**config.mk**
```make
export PLATFORM = sky130hd
export DESIGN_NAME = pkt_addr_mgmt
export DESIGN_NICKNAME = d
export VERILOG_FILES = /design/src/rtl/tsn_buf_pkg.sv /design/src/rtl/slot_fifo.sv /design/src/rtl/pkt_addr_mgmt.sv
export SDC_FILE = /design/constraint.sdc
export NUM_CORES = 1
export LEC_CHECK = 0
export CAP_MARGIN = 20
export CORE_UTILIZATION = 40
export CTS_CLUSTER_SIZE = 12
export DETAILED_ROUTE_END_ITERATION = 10
export PLACE_DENSITY = 0.63
export SLEW_MARGIN = 20
export SYNTH_ARGS = -nofsm -noshare
export SYNTH_HDL_FRONTEND = slang
export SYNTH_SLANG_ARGS = --single-unit
```
**constraint.sdc**
```tcl
create_clock -name clk -period 6.05 [get_ports clk]
set_input_delay 1.21 -clock clk [delete_from_list [all_inputs] [get_ports clk]]
set_output_delay 1.21 -clock clk [all_outputs]
set_load 0.1 [all_outputs]
```
**src/rtl/tsn_buf_pkg.sv**
```systemverilog
// Shared buffer-manager constants and FSM state encodings for the TSN switch packet RAM.
package tsn_buf_pkg;

  localparam int ADDR_W     = 12;
  localparam int SLOT_SHIFT = 7;
  localparam int SLOT_CNT   = 32;
  localparam int SLOT_W     = ADDR_W - SLOT_SHIFT;

  typedef enum logic {
    R_IDLE = 1'b0,
    R_BUSY = 1'b1
  } rd_state_e;

  typedef enum logic {
    INIT = 1'b0,
    RUN  = 1'b1
  } wr_state_e;

endpackage

```
**src/rtl/slot_fifo.sv**
```systemverilog
// Register FIFO of slot IDs; pop data is first-word fall-through.
// Push and pop may coincide; callers never push when full nor pop when empty.
module slot_fifo #(
  parameter int DEPTH = 32,
  parameter int W     = 5,
  parameter int CNT_W = $clog2(DEPTH + 1)
) (
  input  logic             clk,
  input  logic             rst_n,
  input  logic             push_i,
  input  logic [W-1:0]     push_dat_i,
  input  logic             pop_i,
  output logic [W-1:0]     pop_dat_o,
  output logic             empty_o,
  output logic [CNT_W-1:0] count_o
);

  localparam int PTR_W = $clog2(DEPTH);

  logic [W-1:0]     mem_q [DEPTH];
  logic [PTR_W-1:0] wr_ptr_q;
  logic [PTR_W-1:0] rd_ptr_q;
  logic [CNT_W-1:0] cnt_q;

  always_ff @(posedge clk or negedge rst_n) begin
    if (!rst_n) begin
      wr_ptr_q <= '0;
      rd_ptr_q <= '0;
      cnt_q    <= '0;
    end else begin
      if (push_i) wr_ptr_q <= wr_ptr_q + PTR_W'(1);
      if (pop_i)  rd_ptr_q <= rd_ptr_q + PTR_W'(1);
      case ({push_i, pop_i})
        2'b10:   cnt_q <= cnt_q + CNT_W'(1);
        2'b01:   cnt_q <= cnt_q - CNT_W'(1);
        default: ;
      endcase
    end
  end

  // Storage needs no reset: pointers and count define what is valid.
  always_ff @(posedge clk) begin
    if (push_i) mem_q[wr_ptr_q] <= push_dat_i;
  end

  assign pop_dat_o = mem_q[rd_ptr_q];
  assign empty_o   = (cnt_q == '0);
  assign count_o   = cnt_q;

endmodule

```
**src/rtl/pkt_addr_mgmt.sv**
```systemverilog
// Slot address manager: allocates RAM slots to ingress packets, issues read bases in order, recycles on tail.
// Optional build macro PKT_ADDR_STAT_EN adds grant/drop/spurious-done counters.
module pkt_addr_mgmt #(
  parameter int ADDR_W     = tsn_buf_pkg::ADDR_W,
  parameter int SLOT_SHIFT = tsn_buf_pkg::SLOT_SHIFT,
  parameter int SLOT_CNT   = tsn_buf_pkg::SLOT_CNT
) (
  input  logic                          clk,
  input  logic                          rst_n,
  input  logic                          in_pkt_req,
  output logic                          out_pkt_grant,
  output logic                          out_pkt_drop,
  output logic [ADDR_W-1:0]             addr2data_waddr,
  output logic                          addr2data_waddr_wr,
  output logic [ADDR_W-1:0]             addr2data_raddr,
  output logic                          addr2data_raddr_wr,
  input  logic                          in_tx_rdy,
  input  logic                          in_tx_done,
  output logic [$clog2(SLOT_CNT+1)-1:0] out_free_cnt,
  output logic                          out_init_done
`ifdef PKT_ADDR_STAT_EN
  ,
  output logic [31:0]                   out_grant_cnt,
  output logic [31:0]                   out_drop_cnt,
  output logic [15:0]                   out_err_cnt
`endif
);

  import tsn_buf_pkg::wr_state_e;
  import tsn_buf_pkg::rd_state_e;
  import tsn_buf_pkg::INIT;
  import tsn_buf_pkg::RUN;
  import tsn_buf_pkg::R_IDLE;
  import tsn_buf_pkg::R_BUSY;

  localparam int SID_W = ADDR_W - SLOT_SHIFT;
  localparam int CNT_W = $clog2(SLOT_CNT + 1);

  wr_state_e          wr_state_q, wr_state_d;
  rd_state_e          rd_state_q, rd_state_d;
  logic [SID_W-1:0]   init_cnt_q, init_cnt_d;
  logic [SID_W-1:0]   hold_q, hold_d;
  logic               grant_q, grant_d;
  logic               drop_q, drop_d;
  logic               waddr_wr_q, waddr_wr_d;
  logic               raddr_wr_q, raddr_wr_d;
  logic [ADDR_W-1:0]  waddr_q, waddr_d;
  logic [ADDR_W-1:0]  raddr_q, raddr_d;

  logic               init_push, rel_push, free_push, free_pop;
  logic [SID_W-1:0]   free_push_dat, free_head;
  logic               free_empty;
  logic [CNT_W-1:0]   free_cnt;
  logic               tx_push, tx_pop, tx_empty;
  logic [SID_W-1:0]   tx_head;
  logic [CNT_W-1:0]   tx_cnt_unused;

  // During INIT the read side is necessarily idle, so the two push sources never collide.
  assign free_push     = init_push | rel_push;
  assign free_push_dat = (wr_state_q == INIT) ? init_cnt_q : hold_q;

  slot_fifo #(.DEPTH(SLOT_CNT), .W(SID_W), .CNT_W(CNT_W)) u_free_fifo (
    .clk        (clk),
    .rst_n      (rst_n),
    .push_i     (free_push),
    .push_dat_i (free_push_dat),
    .pop_i      (free_pop),
    .pop_dat_o  (free_head),
    .empty_o    (free_empty),
    .count_o    (free_cnt)
  );

  slot_fifo #(.DEPTH(SLOT_CNT), .W(SID_W), .CNT_W(CNT_W)) u_tx_fifo (
    .clk        (clk),
    .rst_n      (rst_n),
    .push_i     (tx_push),
    .push_dat_i (free_head),
    .pop_i      (tx_pop),
    .pop_dat_o  (tx_head),
    .empty_o    (tx_empty),
    .count_o    (tx_cnt_unused)
  );

  always_comb begin
    wr_state_d = wr_state_q;
    init_cnt_d = init_cnt_q;
    init_push  = 1'b0;
    free_pop   = 1'b0;
    tx_push    = 1'b0;
    grant_d    = 1'b0;
    drop_d     = 1'b0;
    waddr_wr_d = 1'b0;
    waddr_d    = waddr_q;
    case (wr_state_q)
      INIT: begin
        init_push  = 1'b1;
        init_cnt_d = init_cnt_q + SID_W'(1);
        if (init_cnt_q == SID_W'(SLOT_CNT - 1)) wr_state_d = RUN;
        drop_d = in_pkt_req;
      end
      default: begin
        if (in_pkt_req) begin
          if (!free_empty) begin
            free_pop   = 1'b1;
            tx_push    = 1'b1;
            grant_d    = 1'b1;
            waddr_wr_d = 1'b1;
            waddr_d    = {free_head, {SLOT_SHIFT{1'b0}}};
          end else begin
            drop_d = 1'b1;
          end
        end
      end
    endcase
  end

  always_comb begin
    rd_state_d = rd_state_q;
    hold_d     = hold_q;
    raddr_d    = raddr_q;
    raddr_wr_d = 1'b0;
    tx_pop     = 1'b0;
    rel_push   = 1'b0;
    case (rd_state_q)
      R_IDLE: begin
        if (!tx_empty && in_tx_rdy) begin
          tx_pop     = 1'b1;
          hold_d     = tx_head;
          raddr_d    = {tx_head, {SLOT_SHIFT{1'b0}}};
          raddr_wr_d = 1'b1;
          rd_state_d = R_BUSY;
        end
      end
      default: begin
        if (in_tx_done) begin
          rel_push   = 1'b1;
          rd_state_d = R_IDLE;
        end
      end
    endcase
  end

  always_ff @(posedge clk or negedge rst_n) begin
    if (!rst_n) begin
      wr_state_q <= INIT;
      rd_state_q <= R_IDLE;
      init_cnt_q <= '0;
      hold_q     <= '0;
      grant_q    <= 1'b0;
      drop_q     <= 1'b0;
      waddr_wr_q <= 1'b0;
      raddr_wr_q <= 1'b0;
      waddr_q    <= '0;
      raddr_q    <= '0;
    end else begin
      wr_state_q <= wr_state_d;
      rd_state_q <= rd_state_d;
      init_cnt_q <= init_cnt_d;
      hold_q     <= hold_d;
      grant_q    <= grant_d;
      drop_q     <= drop_d;
      waddr_wr_q <= waddr_wr_d;
      raddr_wr_q <= raddr_wr_d;
      waddr_q    <= waddr_d;
      raddr_q    <= raddr_d;
    end
  end

  assign out_pkt_grant      = grant_q;
  assign out_pkt_drop       = drop_q;
  assign addr2data_waddr    = waddr_q;
  assign addr2data_waddr_wr = waddr_wr_q;
  assign addr2data_raddr    = raddr_q;
  assign addr2data_raddr_wr = raddr_wr_q;
  assign out_free_cnt       = free_cnt;
  assign out_init_done      = (wr_state_q == RUN);

`ifdef PKT_ADDR_STAT_EN
  logic [31:0] grant_cnt_q;
  logic [31:0] drop_cnt_q;
  logic [15:0] err_cnt_q;

  always_ff @(posedge clk or negedge rst_n) begin
    if (!rst_n) begin
      grant_cnt_q <= '0;
      drop_cnt_q  <= '0;
      err_cnt_q   <= '0;
    end else begin
      if (grant_d) grant_cnt_q <= grant_cnt_q + 32'd1;
      if (drop_d)  drop_cnt_q  <= drop_cnt_q + 32'd1;
      if (in_tx_done && rd_state_q == R_IDLE) err_cnt_q <= err_cnt_q + 16'd1;
    end
  end

  assign out_grant_cnt = grant_cnt_q;
  assign out_drop_cnt  = drop_cnt_q;
  assign out_err_cnt   = err_cnt_q;
`endif

endmodule
```
Word level (Yosys, flattened, before mapping)
Memories as Yosys holds them, arrays and structs flattened. A register that Yosys moved wholly into a read port is not among the register bits.
Cells that the tools add are included.
{ "op_classes": {"addsub": 9, "eq_ne": 5, "mux": 22, "n_bitwise": 3, "reduce_logical": 9} }
{ "ops": {"columns": ["operator", "n"], "rows": [
  ["$add A5 B1 Y5 const B", 5],
  ["$pmux W6 S2", 2],
  ["$mux W1", 19],
  ["$add A6 B1 Y6 const B", 2],
  ["$logic_not A6 Y1", 2],
  ["$sub A6 B1 Y6 const B", 2],
  ["$eq A5 B5 Y1 const B", 1],
  ["$mux W5", 1],
  ["$eq A2 B1 Y1 const B", 2],
  ["$eq A2 B2 Y1 const B", 2],
  ["$reduce_bool A2 Y1", 2],
  ["$reduce_and A3 Y1", 1],
  ["$logic_not A1 Y1", 2],
  ["$not A1 Y1", 2],
  ["$reduce_and A2 Y1", 1],
  ["$logic_and A1 B1 Y1", 1],
  ["$or A1 B1 Y1", 1]
]} }
{ "totals": {"regBits": 47, "ramBits": 320, "inputBits": 5, "wordCells": 63, "n_memories": 2} }
{ "mem_list": {"columns": ["memory", "words", "word_bits", "read_ports", "rd_ports_with_merged_regs", "write_ports", "line", "source"], "rows": [
  ["u_free_fifo.mem_q", 32, 5, 1, 0, 1, "slot_fifo.sv:20", "logic [W-1:0] mem_q [DEPTH];"],
  ["u_tx_fifo.mem_q", 32, 5, 1, 1, 1, "slot_fifo.sv:20", null]
]} }

Logic depth before layout (Yosys ltp)
Gate-level depths: netlist of run 1.
{ "logic_depth": {"depth_word": 7, "depth_mapped": 15, "mapped_depth_nobuf": 12} }

Hierarchy
A second synthesis of run 1 with hierarchy kept.
{ "hier_totals": {"hier_cells": 901, "hier_area_um2": 15549.9} }
{ "modules_own_cells": {"columns": ["mod", "n_inst", "cells_per_inst", "area_per_inst_um2"], "rows": [
  ["slot_fifo at u_free_fifo", 1, 425, 7330.8],
  ["slot_fifo at u_tx_fifo", 1, 404, 7265.7],
  ["pkt_addr_mgmt", 1, 72, 953.4]
]} }

Worst setup path after synthesis of run 1
No wires, ideal clock.
{ "synth_path": {"kind": "register to register", "startpoint": "register u_free_fifo.cnt_q[1], in the netlist u_free_fifo.count_o[1]", "endpoint": "register u_free_fifo.cnt_q[4], in the netlist u_free_fifo.count_o[4]", "setup_ns": 0.163, "arrival_time_ns": 3.388, "required_ns": 5.887, "path_slack_ns": 2.499, "stages_incl_launch_ff": 16, "path_buffers": 3, "synth_period_minus_slack_ns": 3.551, "path_cell_list": "dfrtp_1 buf_2 or3_1 or2_1 nand3_1 inv_2 buf_4 ha_1 buf_1 xor2_1 ha_1 a21oi_1 o2bb2ai_1 o21ai_0 a21oi_1 xor2_1"} }
{ "synth_via": {"elab_chain_cells": 6, "word_cells_on_any_way": 10} }
{ "synth_lines": {"columns": ["item", "line", "source"], "rows": [
  ["start, declared", "slot_fifo.sv:23", "logic [CNT_W-1:0] cnt_q;"],
  ["start signal, assigned", "slot_fifo.sv:34", "2'b10: cnt_q <= cnt_q + CNT_W'(1);"],
  ["start signal, assigned", "slot_fifo.sv:35", "2'b01: cnt_q <= cnt_q - CNT_W'(1);"],
  ["$logic_not A6 Y1 (*)", "slot_fifo.sv:47", "assign empty_o = (cnt_q == '0);"],
  ["$mux W1 (*)", "pkt_addr_mgmt.sv:103", "if (!free_empty) begin"],
  ["$mux W1 (*)", "pkt_addr_mgmt.sv:102", "if (in_pkt_req) begin"],
  ["$mux W1 (*)", "pkt_addr_mgmt.sv:94", "case (wr_state_q)"],
  ["named net free_pop", "pkt_addr_mgmt.sv:50", "logic init_push, rel_push, free_push, free_pop;"],
  ["$eq A2 B1 Y1 or $eq A2 B2 Y1 (tied branches)", "slot_fifo.sv:33", "case ({push_i, pop_i})"],
  ["$pmux W6 S2 or $reduce_bool A2 Y1 (tied branches)", null, null]
]} }
Mark *: on every way through the listed nets, which the timed path passes. The rest lies on a longest branch.
A chain may end at the register's enable or synchronous reset.

Final worst setup path of run 1
{ "layout_path": {"startpoint": "register wr_state_q, in the netlist out_init_done", "endpoint": "output out_init_done"} }
{ "layout_lines": {"columns": ["item", "line", "source"], "rows": [
  ["start, declared", "pkt_addr_mgmt.sv:39", "wr_state_e wr_state_q, wr_state_d;"],
  ["start signal, assigned", "pkt_addr_mgmt.sv:156", "wr_state_q <= wr_state_d;"],
  ["end, declared", "pkt_addr_mgmt.sv:20", "output logic out_init_done"]
]} }
No word-level cell between the ends.

==> results of run 1 <==
[logic make-up (layout without fill, tap and decap cells)]
| group | Yosys count | in the layout | share of synthesized area [%] |
|---|---|---|---|
| flops | 372 | 372 | 71.5 |
| simple gates | 163 | 163 | 5.30 |
| mux | 109 | 109 | 14.6 |
| buf+inv | 70 | 125 | 2.58 |
| compound gates | 59 | 59 | 2.52 |
| xor+xnor | 30 | 30 | 1.72 |
| fa+ha+maj | 21 | 21 | 1.77 |
| other cells | 1 | 14 | 0.0246 |
[registers in the layout, indices dropped and copies added, names as in the netlist]
register,cells
rd_state_q,1
addr2data_waddr,5
u_free_fifo.wr_ptr_q,5
u_free_fifo.rd_ptr_q,5
addr2data_waddr_wr,1
u_free_fifo.mem_q,160
init_cnt_q,5
addr2data_raddr_wr,1
addr2data_raddr,5
u_tx_fifo.count_o,6
out_pkt_drop,1
u_tx_fifo.wr_ptr_q,5
u_free_fifo.count_o,6
out_init_done,1
u_tx_fifo.rd_ptr_q,5
u_tx_fifo.mem_q,160
[power breakdown]
part / internal [uW] / switching, uW
clock: 1400 / 962
sequential: 3640 / 356
combinational: 1050 / 1950
total: 6100 / 3270
[synthesized netlist by cell type, drive strengths merged, types with 9 or more instances]
library cell | number | area share, %
dfrtp | 52 | 8.5
o22ai | 25 | 1.0
o21ai | 11 | 0.36
mux2 | 14 | 1.0
xor2 | 9 | 0.52
mux2i | 10 | 0.66
buf | 40 | 1.8
inv | 14 | 0.34
clkbuf | 16 | 0.39
edfxtp | 320 | 63
nor2 | 71 | 1.7
mux4 | 85 | 13
ha | 20 | 1.6
xnor2 | 21 | 1.2
nand2 | 30 | 0.79
[worst paths after layout]
path | end | startpoint | cells after the start
setup reg to reg | addr2data_waddr[10]$_DFFE_PN0P_ | u_free_fifo.rd_ptr_q[0]$_DFFE_PN0P_ | 6
hold reg to reg | u_tx_fifo.count_o[5]$_DFFE_PN0P_ | u_tx_fifo.count_o[5]$_DFFE_PN0P_ | 1
min in group asynchronous | u_free_fifo.wr_ptr_q[2]$_DFFE_PN0P_ | rst_n | 2
hold / removal | u_tx_fifo.count_o[5]$_DFFE_PN0P_ | u_tx_fifo.count_o[5]$_DFFE_PN0P_ | 1
max in group asynchronous | u_tx_fifo.rd_ptr_q[0]$_DFFE_PN0P_ | rst_n | 2
setup / recovery | out_init_done | out_init_done$_DFF_PN0_ | 1
[per-layer routing]
layer  wire, um  track usage, %
met5          0               0
met4        807            6.14
met3       1350            2.83
met2      14700            26.1
met1      13200            22.1
[cell type report]
cell class | count | area share [%]
timing repair buffer | 37 | 1.94
clock buffer | 66 | 6.96
inverter | 14 | 0.305
tap | 511 | 3.70
clock inverter | 8 | 0.479
multi-input combinational | 396 | 23.4
sequential | 372 | 63.2
[per-stage QoR]
step	worst slack (ns)	total power (uW)	hold slack, ns	area (sq um)	cells
finish	2.30	9370	0.493	17300	1404
global route	2.22	9800	0.519	17300	1404
CTS	2.25	9480	0.493	17300	1404
detailed placement	2.17	7100	0.480	16000	1330
global placement	2.18	7040	0.468	16000	1330
floorplan	2.50	6130	0.443	15300	838
==> results.json, run 1 <==
{
  "fin_setup_tns_ns": 0,
  "detail_route.wirelength_mm": 30.1,
  "ys_seq_elements": 372,
  "number_of_flops_mapped_to_enable_cells_by_yosys": 320,
  "grt_pass1_vias": 7588,
  "required_ns": 4.84,
  "cp-start-kind": "flop",
  "drv.max_cap_violation_count": 0,
  "tritoncts.num_buffers": 40,
  "floorplan.rows": 71,
  "tritoncts_num_sinks": 372,
  "ctsHtreeMaxLevel": 2,
  "final_period_util_pct": 62.0,
  "detailed_place_hpwl_mm": 18.6,
  "initial_utilization_pct": 40.6,
  "tritoncts_clock_tree": "built",
  "irDropWorstVdd_v": 0.000414,
  "leading_cell_types_in_the_layout_fill_and_taps_excluded": "sky130_fd_sc_hd__edfxtp_1 (320), sky130_fd_sc_hd__mux4_2 (71), sky130_fd_sc_hd__nor2_1 (71), sky130_fd_sc_hd__dfrtp_1 (50), sky130_fd_sc_hd__clkbuf_16 (42)",
  "power_leakage_uw": 0.00569,
  "fillerInstances": 3172,
  "yosys_warnings": 0,
  "ios": 40,
  "max_freq_mhz": 267,
  "die-area_sq_mm": 0.0389,
  "grt_start_max_net_pins": 53,
  "rsz0062_at_grt": "no",
  "crit_path_max_fanout": 15,
  "antenna_cells_inserted": 0,
  "timing.reg2reg.setup_slack_ns": 2.90,
  "finalWeightedCongestion": 0.822,
  "cts_root_buf": "sky130_fd_sc_hd__clkbuf_16",
  "die_width_um": 197,
  "fp.coreArea_sq_mm": 0.0376,
  "postSynth.topFlopCell": "sky130_fd_sc_hd__edfxtp_1",
  "critPathKind": "reg2out",
  "power_density_mw_per_mm2": 543,
  "synth.cell_area_sq_mm": 0.0153,
  "worst-slew-pin-transition_ns": 1.01,
  "ctsLongestPathBuffers": 3,
  "dr_total_vias": 7380,
  "synth.yosys.seq_area_share_pct": 71.5,
  "syn2layout_area_growth_pct": 13.1,
  "critical_path.top_delay_family": "buffers and inverters",
  "register_area_sq_mm": 0.0109,
  "post_cts_resize_count": 0,
  "cts_post_setup_buffers_inserted": 0,
  "clock_insertion_delay_worst_skew_ns": 0.55,
  "setup_violations": 0,
  "layout-drive-gt1-share_pct": 19.4,
  "grt_overflow_total": 0,
  "syn_inst": 825,
  "port_buffers": 25,
  "count_of_hold_fix_buffers_inserted_at_cts": 0,
  "grt_util_all_layers_pct": 16.2,
  "nets": 887,
  "synthDistinctLibCells": 49,
  "synthesis.area_per_instance_sq_um": 18.5,
  "cp_data_arrival_time_ns": 2.54,
  "async_flop_share_pct": 14.0,
  "die_ht_um": 197,
  "antenna_found_initial": 0,
  "max_stage_delay_ns": 1.27,
  "number_of_failing_hold_endpoints_at_the_final_stage": 0,
  "final_worst_path_period_need_ns": 3.75,
  "final_core_util_pct": 45.9,
  "slew_headroom_pct": 32.1,
  "multi_input_comb_area_sq_mm": 0.00403,
  "clkTransAtPathRegs_ns": 0.06,
  "drt.antenna.violating_nets": 0,
  "worst_setup_path_end_kind": "output pin",
  "route.detailed.drc": 0,
  "worst_clk_skew_ns": 0.0220,
  "layout_commonest_cell": "sky130_fd_sc_hd__edfxtp_1",
  "drt_iter0_drc": 495,
  "timing.critical_path.cells": "clkdlybuf4s50_1",
  "status": "finished, final reports clean",
  "worst-path-buf-inv": 1,
  "timing.final.max_slew_violations": 0,
  "drt-pass1-iter-count": 5,
  "hold_path.class": "reg2reg",
  "grt_first_pass_wirelength_mm": 46.8,
  "detail_route.wl_per_cell_um": 21.4,
  "detail_route.vias_per_cell": 5.26,
  "critical_path.slowest_cell": "sky130_fd_sc_hd__clkdlybuf4s50_1"
}
Power figures use the tool's default switching activity.
==> inputs of run 2 (changes only) <==
- PLACE_DENSITY: 0.63 -> 0.65
- clock period: 6.05 -> 3.2 ns (I/O delays scaled with it)
==> results.json, run 2 (same netlist as run 1, synthesis figures left out) <==
{
  "floorplan.rows": 71,
  "grt_pass1_vias": 7718,
  "worst_clk_skew_ns": 0.0320,
  "capturing_point_of_the_worst_reg2reg_path": "u_tx_fifo.count_o[5]$_DFFE_PN0P_",
  "number_of_failing_hold_endpoints_at_the_final_stage": 0,
  "detailed_place_hpwl_mm": 19.5,
  "setup_violations": 0,
  "drv.max_cap_violation_count": 0,
  "reg.largest.list": "u_free_fifo.mem_q: 160 flops, u_tx_fifo.mem_q: 160 flops",
  "finalWeightedCongestion": 0.792,
  "die-area_sq_mm": 0.0389,
  "layout-drive-gt1-share_pct": 23.3,
  "fillerInstances": 3160,
  "crit_path_max_fanout": 10,
  "cts_root_buf": "sky130_fd_sc_hd__clkbuf_16",
  "count_of_hold_fix_buffers_inserted_at_cts": 0,
  "worst-slew-pin-transition_ns": 1.09,
  "syn2layout_area_growth_pct": 13.6,
  "irDropWorstVdd_v": 0.000503,
  "grt_overflow_total": 0,
  "grt_first_pass_wirelength_mm": 46.9,
  "leading_cell_types_in_the_layout_fill_and_taps_excluded": "sky130_fd_sc_hd__edfxtp_1 (320), sky130_fd_sc_hd__mux4_2 (71), sky130_fd_sc_hd__nor2_1 (71), sky130_fd_sc_hd__dfrtp_1 (45), sky130_fd_sc_hd__buf_4 (44)",
  "status": "finished, final reports clean",
  "antenna_found_initial": 0,
  "max_freq_mhz": 350,
  "dr_total_vias": 7504,
  "critical_path.top_delay_family": "simple AND/OR/NAND/NOR gates",
  "post_cts_resize_count": 0,
  "rsz0062_at_grt": "no",
  "layout_commonest_cell": "sky130_fd_sc_hd__edfxtp_1",
  "route.detailed.drc": 0,
  "total_switching_power_uw": 6340,
  "cp-start-kind": "flop",
  "final_period_util_pct": 89.2,
  "antenna_cells_inserted": 0,
  "drt_iter0_drc": 543,
  "clock_power_share_pct": 24.3,
  "critical_path.slowest_cell": "sky130_fd_sc_hd__dfrtp_4",
  "timing.final.max_slew_violations": 0,
  "dp_worst_setup_slack_ns": 0.222,
  "cp_data_arrival_time_ns": 3.26,
  "detail_route.wl_per_cell_um": 21.6,
  "drt.antenna.violating_nets": 0,
  "timing.reg2reg.worst_path_depth": 10,
  "max_stage_delay_ns": 0.53,
  "power_density_mw_per_mm2": 1030,
  "slew_headroom_pct": 26.5,
  "final_core_util_pct": 46.1,
  "worst_setup_path_end_kind": "flop",
  "initial_utilization_pct": 40.6,
  "tritoncts_num_sinks": 372,
  "tritoncts.num_buffers": 40,
  "drt-pass1-iter-count": 5,
  "nets": 901,
  "ios": 40,
  "grt_util_all_layers_pct": 16.1,
  "hold_slack_ns": 0.250,
  "die_ht_um": 197,
  "critical_path.reg2reg.startpoint": "u_free_fifo.count_o[1]$_DFFE_PN0P_",
  "setup_slack_ns": 0.345,
  "ctsLongestPathBuffers": 3,
  "internal_power_uw": 11600,
  "die_width_um": 197,
  "pwr-share-seq_pct": 41.9,
  "cts_post_setup_buffers_inserted": 0,
  "fp.coreArea_sq_mm": 0.0376,
  "share_comb_of_total_power_pct": 33.8,
  "detail_route.vias_per_cell": 5.31,
  "port_buffers": 25,
  "timing.reg2reg.setup_slack_ns": 0.35,
  "final_worst_path_period_need_ns": 2.85,
  "netSwitchingFraction_pct": 35.4,
  "hold_path.class": "in2async",
  "ctsHtreeMaxLevel": 2,
  "clkTransAtPathRegs_ns": 0.06,
  "tritoncts_clock_tree": "built",
  "clock_insertion_delay_worst_skew_ns": 0.55,
  "power_leakage_uw": 0.00578,
  "critPathKind": "reg2reg",
  "grt_start_max_net_pins": 53,
  "worst-path-buf-inv": 0,
  "required_ns": 3.61,
  "timing.critical_path.cells": "or3_1 > or2_1 > nand3_1 > ha_1 > ha_1 > a21o_1 > a21oi_1 > or4_1 > nand3_1 > xor2_1",
  "detail_route.wirelength_mm": 30.6
}
-- run 2: cell count changes in the layout (fill, tap and decap cells not counted), sizes merged --
cell / change
bufinv: +1
clkinv: +6
clkdlybuf4s50: -21
clkbuf: -10
clkinvlp: -2
buf: +35
inv: +1
-- run 2: layout make-up --
type                    instances  area [sq um]  area share [%]
repair buffers                 51           420            2.42
inverters                      14          52.6           0.303
clock buffers                  56          1080            6.23
multi-input cells             396          4080            23.5
clock inverters                14           144           0.830
flip-flops and latches        372         10900            63.0
well taps                     511           639            3.69
-- run 2: metal layers --
layer	GRT usage [%]	vias up	part of all wire (%)
met5	0	-	0
met4	5.05	0	2.2
met3	2.44	46	4.7
met2	26.8	196	50
met1	21.8	3912	44
li1	-	3350	-
-- run 2: through the flow --
step | cells | total power, uW | instance area (sq um) | TNS [ns]
2_1_floorplan | 838 | 11600 | 15400 | -0.0481
3_3_place_gp | 1343 | 13600 | 16100 | 0
3_5_place_dp | 1344 | 13700 | 16100 | 0
6_report | 1414 | 17900 | 17300 | 0
5_1_grt | 1414 | 18700 | 17300 | 0
4_1_cts | 1414 | 18100 | 17300 | 0
-- run 2: power groups by stage --
stage | clock network [uW] | logic [uW] | registers, uW
finish | 4350 | 6060 | 7500
global route | 4620 | 6490 | 7560
CTS | 4440 | 6170 | 7490
detailed placement | 0 | 6150 | 7580
global placement | 0 | 6000 | 7580
floorplan | 0 | 3660 | 7960
-- run 2: worst max path at each step --
stage | cells past startpoint | slack (ns) | startpoint | endpoint
global placement | 9 | 0.22 | in_pkt_req | u_tx_fifo.count_o[5]$_DFFE_PN0P_
CTS | 10 | 0.33 | u_free_fifo.count_o[1]$_DFFE_PN0P_ | u_tx_fifo.count_o[5]$_DFFE_PN0P_
detailed placement | 9 | 0.22 | in_pkt_req | u_tx_fifo.count_o[5]$_DFFE_PN0P_
finish | 10 | 0.35 | u_free_fifo.count_o[1]$_DFFE_PN0P_ | u_tx_fifo.count_o[5]$_DFFE_PN0P_
floorplan | 15 | -0.05 | u_free_fifo.count_o[1]$_DFFE_PN0P_ | u_free_fifo.count_o[4]$_DFFE_PN0P_
global route | 11 | 0.13 | u_free_fifo.count_o[1]$_DFFE_PN0P_ | u_tx_fifo.count_o[4]$_DFFE_PN0P_
